**src/rtl/uart_motor_cmd_parser.sv**
```systemverilog
// uart_motor_cmd_parser
//   Frame parser between rx_module and the two pwm_module instances. Collects
//   4-byte frames (HEADER, CMD, DUTY, CHK) from the UART receiver and validates
//   them. It latches per-motor direction/duty, pulses Start_En_Sig, and tracks
//   each motor's busy state from its Done_Sig. It also drives rx_module's
//   receive enable.
//
//   Frame check:
//     CMD[7:6] selects the motor(s): 01 M1, 10 M2, 11 both; 00 is rejected.
//     CMD[5:2] must be zero. CMD[1:0] is the direction.
//     CHK must equal CMD ^ DUTY.
//
//   Optional feature macro: FRAME_TIMEOUT_EN
//     When defined, the parameter TIMEOUT_CYCLES exists and a frame is
//     abandoned if no byte arrives within TIMEOUT_CYCLES clocks while the
//     parser is in CMD/DUTY/CHK. When undefined, the parser waits
//     indefinitely for the next byte.
//
// Ports
//   clk                in   system clock
//   reset              in   asynchronous, active-high reset
//   rx_data[7:0]       in   received byte, valid with rx_done
//   rx_done            in   one-cycle byte-received strobe
//   rx_en              out  receive enable to rx_module
//   m1_done/m2_done    in   pwm_module Done_Sig pulses
//   m1_start/m2_start  out  pwm_module Start_En_Sig pulses
//   m1_dir/m2_dir      out  mode: 00 coast, 01 fwd, 10 rev, 11 brake
//   m1_duty/m2_duty    out  duty 0..255
//   frame_ok           out  pulse: frame accepted and issued
//   frame_err          out  pulse: frame rejected
//   err_cnt[ERR_W-1:0] out  saturating rejected-frame count
module uart_motor_cmd_parser #(
  parameter logic [7:0]  HEADER         = 8'hA5,
`ifdef FRAME_TIMEOUT_EN
  parameter int unsigned TIMEOUT_CYCLES = 491520,
`endif
  parameter int unsigned ERR_W          = 8
) (
  input  logic             clk,
  input  logic             reset,
  input  logic [7:0]       rx_data,
  input  logic             rx_done,
  output logic             rx_en,
  input  logic             m1_done,
  input  logic             m2_done,
  output logic             m1_start,
  output logic             m2_start,
  output logic [1:0]       m1_dir,
  output logic [1:0]       m2_dir,
  output logic [7:0]       m1_duty,
  output logic [7:0]       m2_duty,
  output logic             frame_ok,
  output logic             frame_err,
  output logic [ERR_W-1:0] err_cnt
);

  typedef enum logic [2:0] {
    S_HUNT,
    S_CMD,
    S_DUTY,
    S_CHK,
    S_ISSUE
  } state_t;

  localparam logic [ERR_W-1:0] ERR_ONE = ERR_W'(1);

  state_t           state_q;
  logic [7:0]       cmd_q;
  logic [7:0]       duty_q;
  logic             m1_busy_q;
  logic             m2_busy_q;
  logic             rx_en_q;
  logic             m1_start_q;
  logic             m2_start_q;
  logic [1:0]       m1_dir_q;
  logic [1:0]       m2_dir_q;
  logic [7:0]       m1_duty_q;
  logic [7:0]       m2_duty_q;
  logic             frame_ok_q;
  logic             frame_err_q;
  logic [ERR_W-1:0] err_cnt_q;
  logic [ERR_W-1:0] err_cnt_d;

  logic sel1;
  logic sel2;
  logic frame_good;
  logic issue_go;
  logic enter_issue;
  logic tmo_hit;

  always_comb begin
    sel1       = cmd_q[6];
    sel2       = cmd_q[7];
    // Evaluated while the CHK byte is on rx_data.
    frame_good = (cmd_q[7:6] != 2'b00) && (cmd_q[5:2] == 4'b0000) &&
                 (rx_data == (cmd_q ^ duty_q));
    issue_go   = (state_q == S_ISSUE) &&
                 !(sel1 && m1_busy_q) && !(sel2 && m2_busy_q);
    // rx_en is registered, so it is computed from where the FSM will be
    // next cycle. This keeps it low for the whole time spent in ISSUE.
    enter_issue = ((state_q == S_CHK) && rx_done && frame_good) ||
                  ((state_q == S_ISSUE) && !issue_go);
    err_cnt_d  = (err_cnt_q == '1) ? err_cnt_q : err_cnt_q + ERR_ONE;
  end

`ifdef FRAME_TIMEOUT_EN
  localparam int unsigned     TW       = $clog2(TIMEOUT_CYCLES + 1);
  localparam logic [TW-1:0]   TMO_LAST = TW'(TIMEOUT_CYCLES - 1);
  localparam logic [TW-1:0]   TMO_ONE  = TW'(1);

  logic [TW-1:0] tmo_q;
  logic          in_frame;

  always_comb begin
    in_frame = (state_q == S_CMD) || (state_q == S_DUTY) || (state_q == S_CHK);
    tmo_hit  = in_frame && !rx_done && (tmo_q == TMO_LAST);
  end

  // Counts idle cycles since the last received byte, only mid-frame.
  always_ff @(posedge clk or posedge reset) begin
    if (reset) begin
      tmo_q <= '0;
    end else if (rx_done || !in_frame || tmo_hit) begin
      tmo_q <= '0;
    end else begin
      tmo_q <= tmo_q + TMO_ONE;
    end
  end
`else
  always_comb tmo_hit = 1'b0;
`endif

  always_ff @(posedge clk or posedge reset) begin
    if (reset) begin
      state_q     <= S_HUNT;
      cmd_q       <= '0;
      duty_q      <= '0;
      m1_busy_q   <= 1'b0;
      m2_busy_q   <= 1'b0;
      rx_en_q     <= 1'b0;
      m1_start_q  <= 1'b0;
      m2_start_q  <= 1'b0;
      m1_dir_q    <= '0;
      m2_dir_q    <= '0;
      m1_duty_q   <= '0;
      m2_duty_q   <= '0;
      frame_ok_q  <= 1'b0;
      frame_err_q <= 1'b0;
      err_cnt_q   <= '0;
    end else begin
      m1_start_q  <= 1'b0;
      m2_start_q  <= 1'b0;
      frame_ok_q  <= 1'b0;
      frame_err_q <= 1'b0;
      rx_en_q     <= !rx_done && !enter_issue;

      // A done pulse clears busy; an issue in the same cycle, assigned
      // later below, takes precedence and keeps busy set.
      if (m1_done) m1_busy_q <= 1'b0;
      if (m2_done) m2_busy_q <= 1'b0;

      if (tmo_hit) begin
        frame_err_q <= 1'b1;
        err_cnt_q   <= err_cnt_d;
        state_q     <= S_HUNT;
      end else begin
        case (state_q)
          S_HUNT: begin
            if (rx_done && (rx_data == HEADER)) state_q <= S_CMD;
          end
          S_CMD: begin
            if (rx_done) begin
              cmd_q   <= rx_data;
              state_q <= S_DUTY;
            end
          end
          S_DUTY: begin
            if (rx_done) begin
              duty_q  <= rx_data;
              state_q <= S_CHK;
            end
          end
          S_CHK: begin
            if (rx_done) begin
              if (frame_good) begin
                state_q <= S_ISSUE;
              end else begin
                frame_err_q <= 1'b1;
                err_cnt_q   <= err_cnt_d;
                state_q     <= S_HUNT;
              end
            end
          end
          S_ISSUE: begin
            // Bytes arriving here are dropped silently.
            if (issue_go) begin
              if (sel1) begin
                m1_dir_q   <= cmd_q[1:0];
                m1_duty_q  <= duty_q;
                m1_start_q <= 1'b1;
                m1_busy_q  <= 1'b1;
              end
              if (sel2) begin
                m2_dir_q   <= cmd_q[1:0];
                m2_duty_q  <= duty_q;
                m2_start_q <= 1'b1;
                m2_busy_q  <= 1'b1;
              end
              frame_ok_q <= 1'b1;
              state_q    <= S_HUNT;
            end
          end
          default: state_q <= S_HUNT;
        endcase
      end
    end
  end

  assign rx_en     = rx_en_q;
  assign m1_start  = m1_start_q;
  assign m2_start  = m2_start_q;
  assign m1_dir    = m1_dir_q;
  assign m2_dir    = m2_dir_q;
  assign m1_duty   = m1_duty_q;
  assign m2_duty   = m2_duty_q;
  assign frame_ok  = frame_ok_q;
  assign frame_err = frame_err_q;
  assign err_cnt   = err_cnt_q;

endmodule

```
**config.mk**
```make
export PLATFORM = sky130hd
export DESIGN_NAME = uart_motor_cmd_parser
export DESIGN_NICKNAME = d
export VERILOG_FILES = /design/src/rtl/uart_motor_cmd_parser.sv
export SDC_FILE = /design/constraint.sdc
export NUM_CORES = 1
export LEC_CHECK = 0
export BUFFER_PORTS_ARGS = -buffer_cell sky130_fd_sc_hd__buf_2
export CORE_MARGIN = 3
export CORE_UTILIZATION = 40
export DETAILED_ROUTE_END_ITERATION = 8
export PLACE_DENSITY = 0.68
export SYNTH_ARGS = -nofsm -noshare
export SYNTH_HDL_FRONTEND = slang
export SYNTH_SLANG_ARGS = --single-unit
```
**constraint.sdc**
```tcl
create_clock -name clk -period 2.1 [get_ports clk]
set_input_delay 0.105 -clock clk [delete_from_list [all_inputs] [get_ports clk]]
set_output_delay 0.105 -clock clk [all_outputs]
set_load 0.03 [all_outputs]
```
## Yosys cells after proc, flatten, opt, wreduce, memory -nomap -nowiden

Index checks and enable logic that the tools add are counted.

| storage, ports and cells | value |
|---|---|
| register bits | 54 |
| input bits | 13 |
| logic and storage cells | 83 |
| output and inout bits | 33 |

| operators by class | value |
|---|---|
| reductions and logical operators | 26 |
| muxes and demuxes | 26 |
| bitwise gates (word level) | 3 |
| eq/ne operators | 12 |
| add/sub/neg operators | 1 |

Operator list:

| cell | count |
|---|---|
| $mux 1 | 19 |
| $mux 3 | 6 |
| $eq 8x8->1 const B | 2 |
| $pmux 3 s5 | 1 |
| $logic_and 1x1->1 | 11 |
| $ne 2x2->1 const B | 5 |
| $add 8x1->8 const B | 1 |
| $eq 8x8->1 | 1 |
| $xor 8x8->8 | 1 |
| $eq 3x2->1 const B | 2 |
| $reduce_and 3->1 | 2 |
| $logic_not 1->1 | 5 |
| $reduce_and 5->1 | 1 |
| $logic_not 4->1 | 1 |
| $reduce_and 2->1 | 2 |
| $reduce_and 4->1 | 1 |
| $eq 3x1->1 const B | 1 |
| $eq 3x3->1 const B | 1 |
| $logic_not 3->1 | 1 |
| $not 1->1 | 2 |
| $reduce_bool 2->1 | 1 |
| $logic_or 1x1->1 | 1 |

## Logic depth before layout (Yosys ltp)

| depth | value |
|---|---|
| depth after elaboration | 9 |
| mapped depth | 7 |
| mapped depth without buffers | 6 |

## Least setup slack after synthesis

No wires, ideal clock.

| timing path | value |
|---|---|
| kind | reg-to-reg |
| from | reg duty_q[4] |
| to | reg err_cnt_q[1] (netlist: err_cnt[1]) |
| setup time | 0.125 ns |
| cell stages (with the launch flop) | 7 |
| arrival | 1.801 ns |
| data required time | 1.975 ns |
| path buffers | 1 |
| slack | 0.174 ns |
| period minus slack after synthesis | 1.926 ns |
| path through | dfrtp_1 > xnor3_1 > o2111ai_1 > or4_1 > buf_6 > nand2_4 > mux2_4 |

| on the way | value |
|---|---|
| word-level cells in the longest chain between the ends | 5 |

RTL lines:

| element | RTL line | source |
|---|---|---|
| start: declaration | 69 | `logic [7:0] duty_q;` |
| start signal: assignment | 179 | `duty_q <= rx_data;` |
| $xor 8x8->8 | 96 | `(rx_data == (cmd_q ^ duty_q));` |
| $eq 8x8->1 | 96 |  |
| $logic_and 1x1->1 | 95 | `frame_good = (cmd_q[7:6] != 2'b00) && (cmd_q[5:2] == 4'b0000) &&` |
| $not 1->1 (no source line) | - |  |
| $reduce_and 4->1 (no source line) | - |  |
| end signal: assignment | 164 | `err_cnt_q <= err_cnt_d;` |
| end signal: assignment | 189 | `err_cnt_q <= err_cnt_d;` |
| end: declaration | 81 | `logic [ERR_W-1:0] err_cnt_q;` |

No other way between the ends.
A chain may end at the register's enable or synchronous reset.

## Worst setup path in the final report

| timing path | value |
|---|---|
| from | reg cmd_q[4] |
| to | reg err_cnt_q[1] (netlist: err_cnt[1]) |

| on the way | value |
|---|---|
| word-level cells in the longest chain between the ends | 5 |
| elaborated cells between the ends (all ways) | 7 |
| classes of those cells | eq/ne: 1; bitwise: 2; reduce/logical: 4 |

RTL lines:

| element | RTL line | source |
|---|---|---|
| start: declaration | 68 | `logic [7:0] cmd_q;` |
| start signal: assignment | 173 | `cmd_q <= rx_data;` |
| $xor 8x8->8 or $logic_not 4->1 (tied branches) | 96, 95 |  |
| $eq 8x8->1 or $logic_and 1x1->1 (tied branches) | 96, 95 |  |
| $logic_and 1x1->1 * | 95 |  |
| $not 1->1 (no source line) * | - |  |
| $reduce_and 4->1 (no source line) * | - |  |

Every way passes the cells marked *; elsewhere a longest branch is shown, timed or not.

==> results.json <==
{
  "insertedDiodeCount": 0,
  "detail_route.drc_violations": 0,
  "grt_overflow_total": 0,
  "worst_skew_pair.late_latency_ps": 310,
  "maximum_number_of_pins_on_one_net_before_global_route_repair": 34,
  "worst-endpoint-arrival_ps": 2150,
  "die_height_um": 82.3,
  "slew_headroom_pct": 71.8,
  "critical_path_peak_fanout": 6,
  "root_buffer": "clkbuf_8",
  "p_total_w": 0.00294,
  "p_leak_nw": 1.48,
  "drt_wl_total_mm": 4.46,
  "hold_viol_final": 0,
  "max_stage_delay_ps": 560,
  "finalSetupViolations": 0,
  "drv_slew": 0,
  "worstSetupStartpointType": "flop",
  "port_buffers": 45,
  "layout_common_cells": "dfrtp_1, buf_2, mux2_2",
  "dp.final_hpwl_mm": 3.31,
  "unrepaired_setup_endpoints_after_global_routing": "no",
  "clkSlewWorstSetupHoldPaths_ps": 90,
  "p_per_area_nw_per_um2": 1040,
  "floorplan.core_area_um2": 5570,
  "worst_pin_slew_ps": 423,
  "clock_tree.buffer_depth": 2,
  "via_count": 1498,
  "syn_nets": 184,
  "final.period_utilization_pct": 93.2,
  "antenna_violations_before_repair": 0,
  "placement_rows": 27,
  "antenna_violating_nets_post_route": 0,
  "area_growth_syn_to_layout_pct": 21.4,
  "outcome": "complete, no violations",
  "floorplan.io_pins": 46,
  "cts_buf_count": 5,
  "cts.sink_count": 54,
  "syn_area_um2": 2330,
  "register_to_register_setup_slack_ps": 140,
  "avgSynthCellArea_um2": 13.7,
  "max_cap_check_violation_count": 0,
  "worstHoldPathType": "in -> reg",
  "synth_top_cells_by_area": "dfrtp_1, mux2_2, xnor3_1",
  "synth.lib_cells_used.distinct": 31,
  "avgRoutedWirePerCell_um": 14.7,
  "die-area_um2": 6770,
  "path_cells": "nor4_1 -> o2111ai_1 -> or4_4 -> nand2_4 -> mux2_4",
  "vdd_drop_max_mv": 0.609,
  "post_synth_inst_count": 170,
  "synth_largest_area_cell": "dfrtp_1",
  "gpl.final_weighted_congestion": 0.858,
  "synth.yosys.warnings": 0,
  "grt_pass1_wl_mm": 7.52,
  "overall_die_width_um": 82.3,
  "cts_max_level": 2,
  "finalWorstPathRequiredPeriod_ps": 1960,
  "cp-end-kind": "flop",
  "initial_drt_pass_iterations": 4,
  "critical_path_required_ps": 2290,
  "clock_tree_from_tritoncts": "yes",
  "viasPerCell": 4.93,
  "via_count_of_the_first_global_routing_pass": 1519,
  "first_iter_violations": 78,
  "initial_core_util_pct": 41.7,
  "fin_setup_tns_ps": 0,
  "nNetsFinal": 245,
  "mostFrequentLayoutCell": "dfrtp_1",
  "critical-path-slowest-cell": "or4_4",
  "post_route_cells_drive_above_1_share_pct": 44.4,
  "synth_top_cell_area_share_pct": 58.1,
  "globalRouteTotalUtil_pct": 14.9,
  "fmax_mhz": 511,
  "layout.cells.non_filler": 304,
  "synth.ff_latch_count": 54,
  "path_class": "reg -> reg",
  "postCtsSetupRepairBufs": 0,
  "clock_skew_ps": 7.71,
  "post-place-cells": 292,
  "synth_sequential_area_ratio_pct": 58.1
}
path summary, 6_finish.rpt:
path                       startpoint         end  cells after the start
max reg2reg                  cmd_q[4]  err_cnt[1]                      5
max in group asynchronous       reset  state_q[0]                      4
min in group asynchronous       reset  err_cnt[7]                      4
max                          cmd_q[4]  err_cnt[1]                      5
min                        rx_data[4]    cmd_q[4]                      2
min reg2reg                m2_duty[3]  m2_duty[3]                      1
where the power goes:
part           switching, W  total [W]  leakage (nW)  internal, W
Sequential         0.000236    0.00149         0.705      0.00125
Combinational      0.000333   0.000868         0.730     0.000535
Clock              0.000318   0.000584        0.0482     0.000267
Total              0.000887    0.00294          1.48      0.00205
per-layer routing:
metal  vias up  track usage, %  share of wire, %  routed length [um]
met5         -               0                 0                   0
met4         0            6.98               2.5                 112
li1        709               -                 -                   -
met1       742            19.2                43                1940
met2        36            24.8                50                2230
met3        11            2.28               4.0                 180
cells in the mapped netlist:
cell / n
a21oi_1: 2
a22o_1: 1
a31oi_1: 1
a41oi_1: 1
and3_1: 4
and4_4: 1
buf_2: 2
buf_6: 1
clkbuf_1: 2
dfrtp_1: 54
ha_1: 1
inv_1: 7
mux2_2: 36
mux2_4: 1
mux2i_1: 1
nand2_1: 7
nand2_4: 1
nand3_1: 7
nand4_1: 1
nand4b_1: 1
nor2_1: 12
nor2b_1: 2
nor3_1: 1
nor4_1: 1
nor4bb_1: 1
o2111ai_1: 1
o21ai_0: 3
or4_1: 1
xnor2_1: 10
xnor3_1: 5
xor2_1: 1
state kept, by name, summed over array words and instances (netlist names):
name,cells
frame_ok,1
m1_start,1
cmd_q,8
m2_start,1
m1_dir,2
frame_err,1
err_cnt,8
duty_q,8
m2_duty,8
m1_busy_q,1
rx_en,1
m1_duty,8
state_q,3
m2_dir,2
m2_busy_q,1
worst max-delay path, delay by kind of cell (launching register included):
| family | cells | cell delay [ps] |
|---|---|---|
| AND/OR/NAND/NOR | 3 | 960 |
| flip-flops | 1 | 430 |
| multiplexers | 1 | 290 |
| AO/OA/AOI/OAI | 1 | 160 |
cell families (layout without fill, tap and decap cells):
group           Yosys count  after routing  share of synthesized area (%)
simple gates             40             40                           9.04
flops                    54             54                           58.1
mux                      38             38                           18.5
compound gates            9              9                           2.47
fa+ha+maj                 1              1                          0.538
buf+inv                  12             74                           2.37
xor+xnor                 16             16                           8.98
per-stage QoR:
stage | worst slack, ps | hold WS, ps | util, % | cell area, um^2
2_1_floorplan | 174 | 168 | - | 2330
3_3_place_gp | 89.1 | 161 | 48.2 | 2690
3_5_place_dp | 30.5 | 167 | 48.2 | 2690
4_1_cts | 12.6 | 72.1 | 50.6 | 2820
5_1_grt | 78.0 | 82.3 | 50.6 | 2820
6_report | 144 | 83.2 | 50.6 | 2820
layout make-up:
class	count	area, um^2
fill	492	2750
sequential	54	1350
multi-input combinational	104	923
timing repair buffer	59	340
tap	72	90.1
clock buffer	7	86.3
inverter	7	26.3
clock inverter	1	5.00
what timing repair did:
| item | in CTS | in global routing |
|---|---|---|
| hold buffers | 4 | 0 |
| setup endpoints to repair | 0 | 4 |
| resized for setup | 0 | 1 |
| hold endpoints to repair | 57 | 0 |
(Power assumes the default switching activity.)
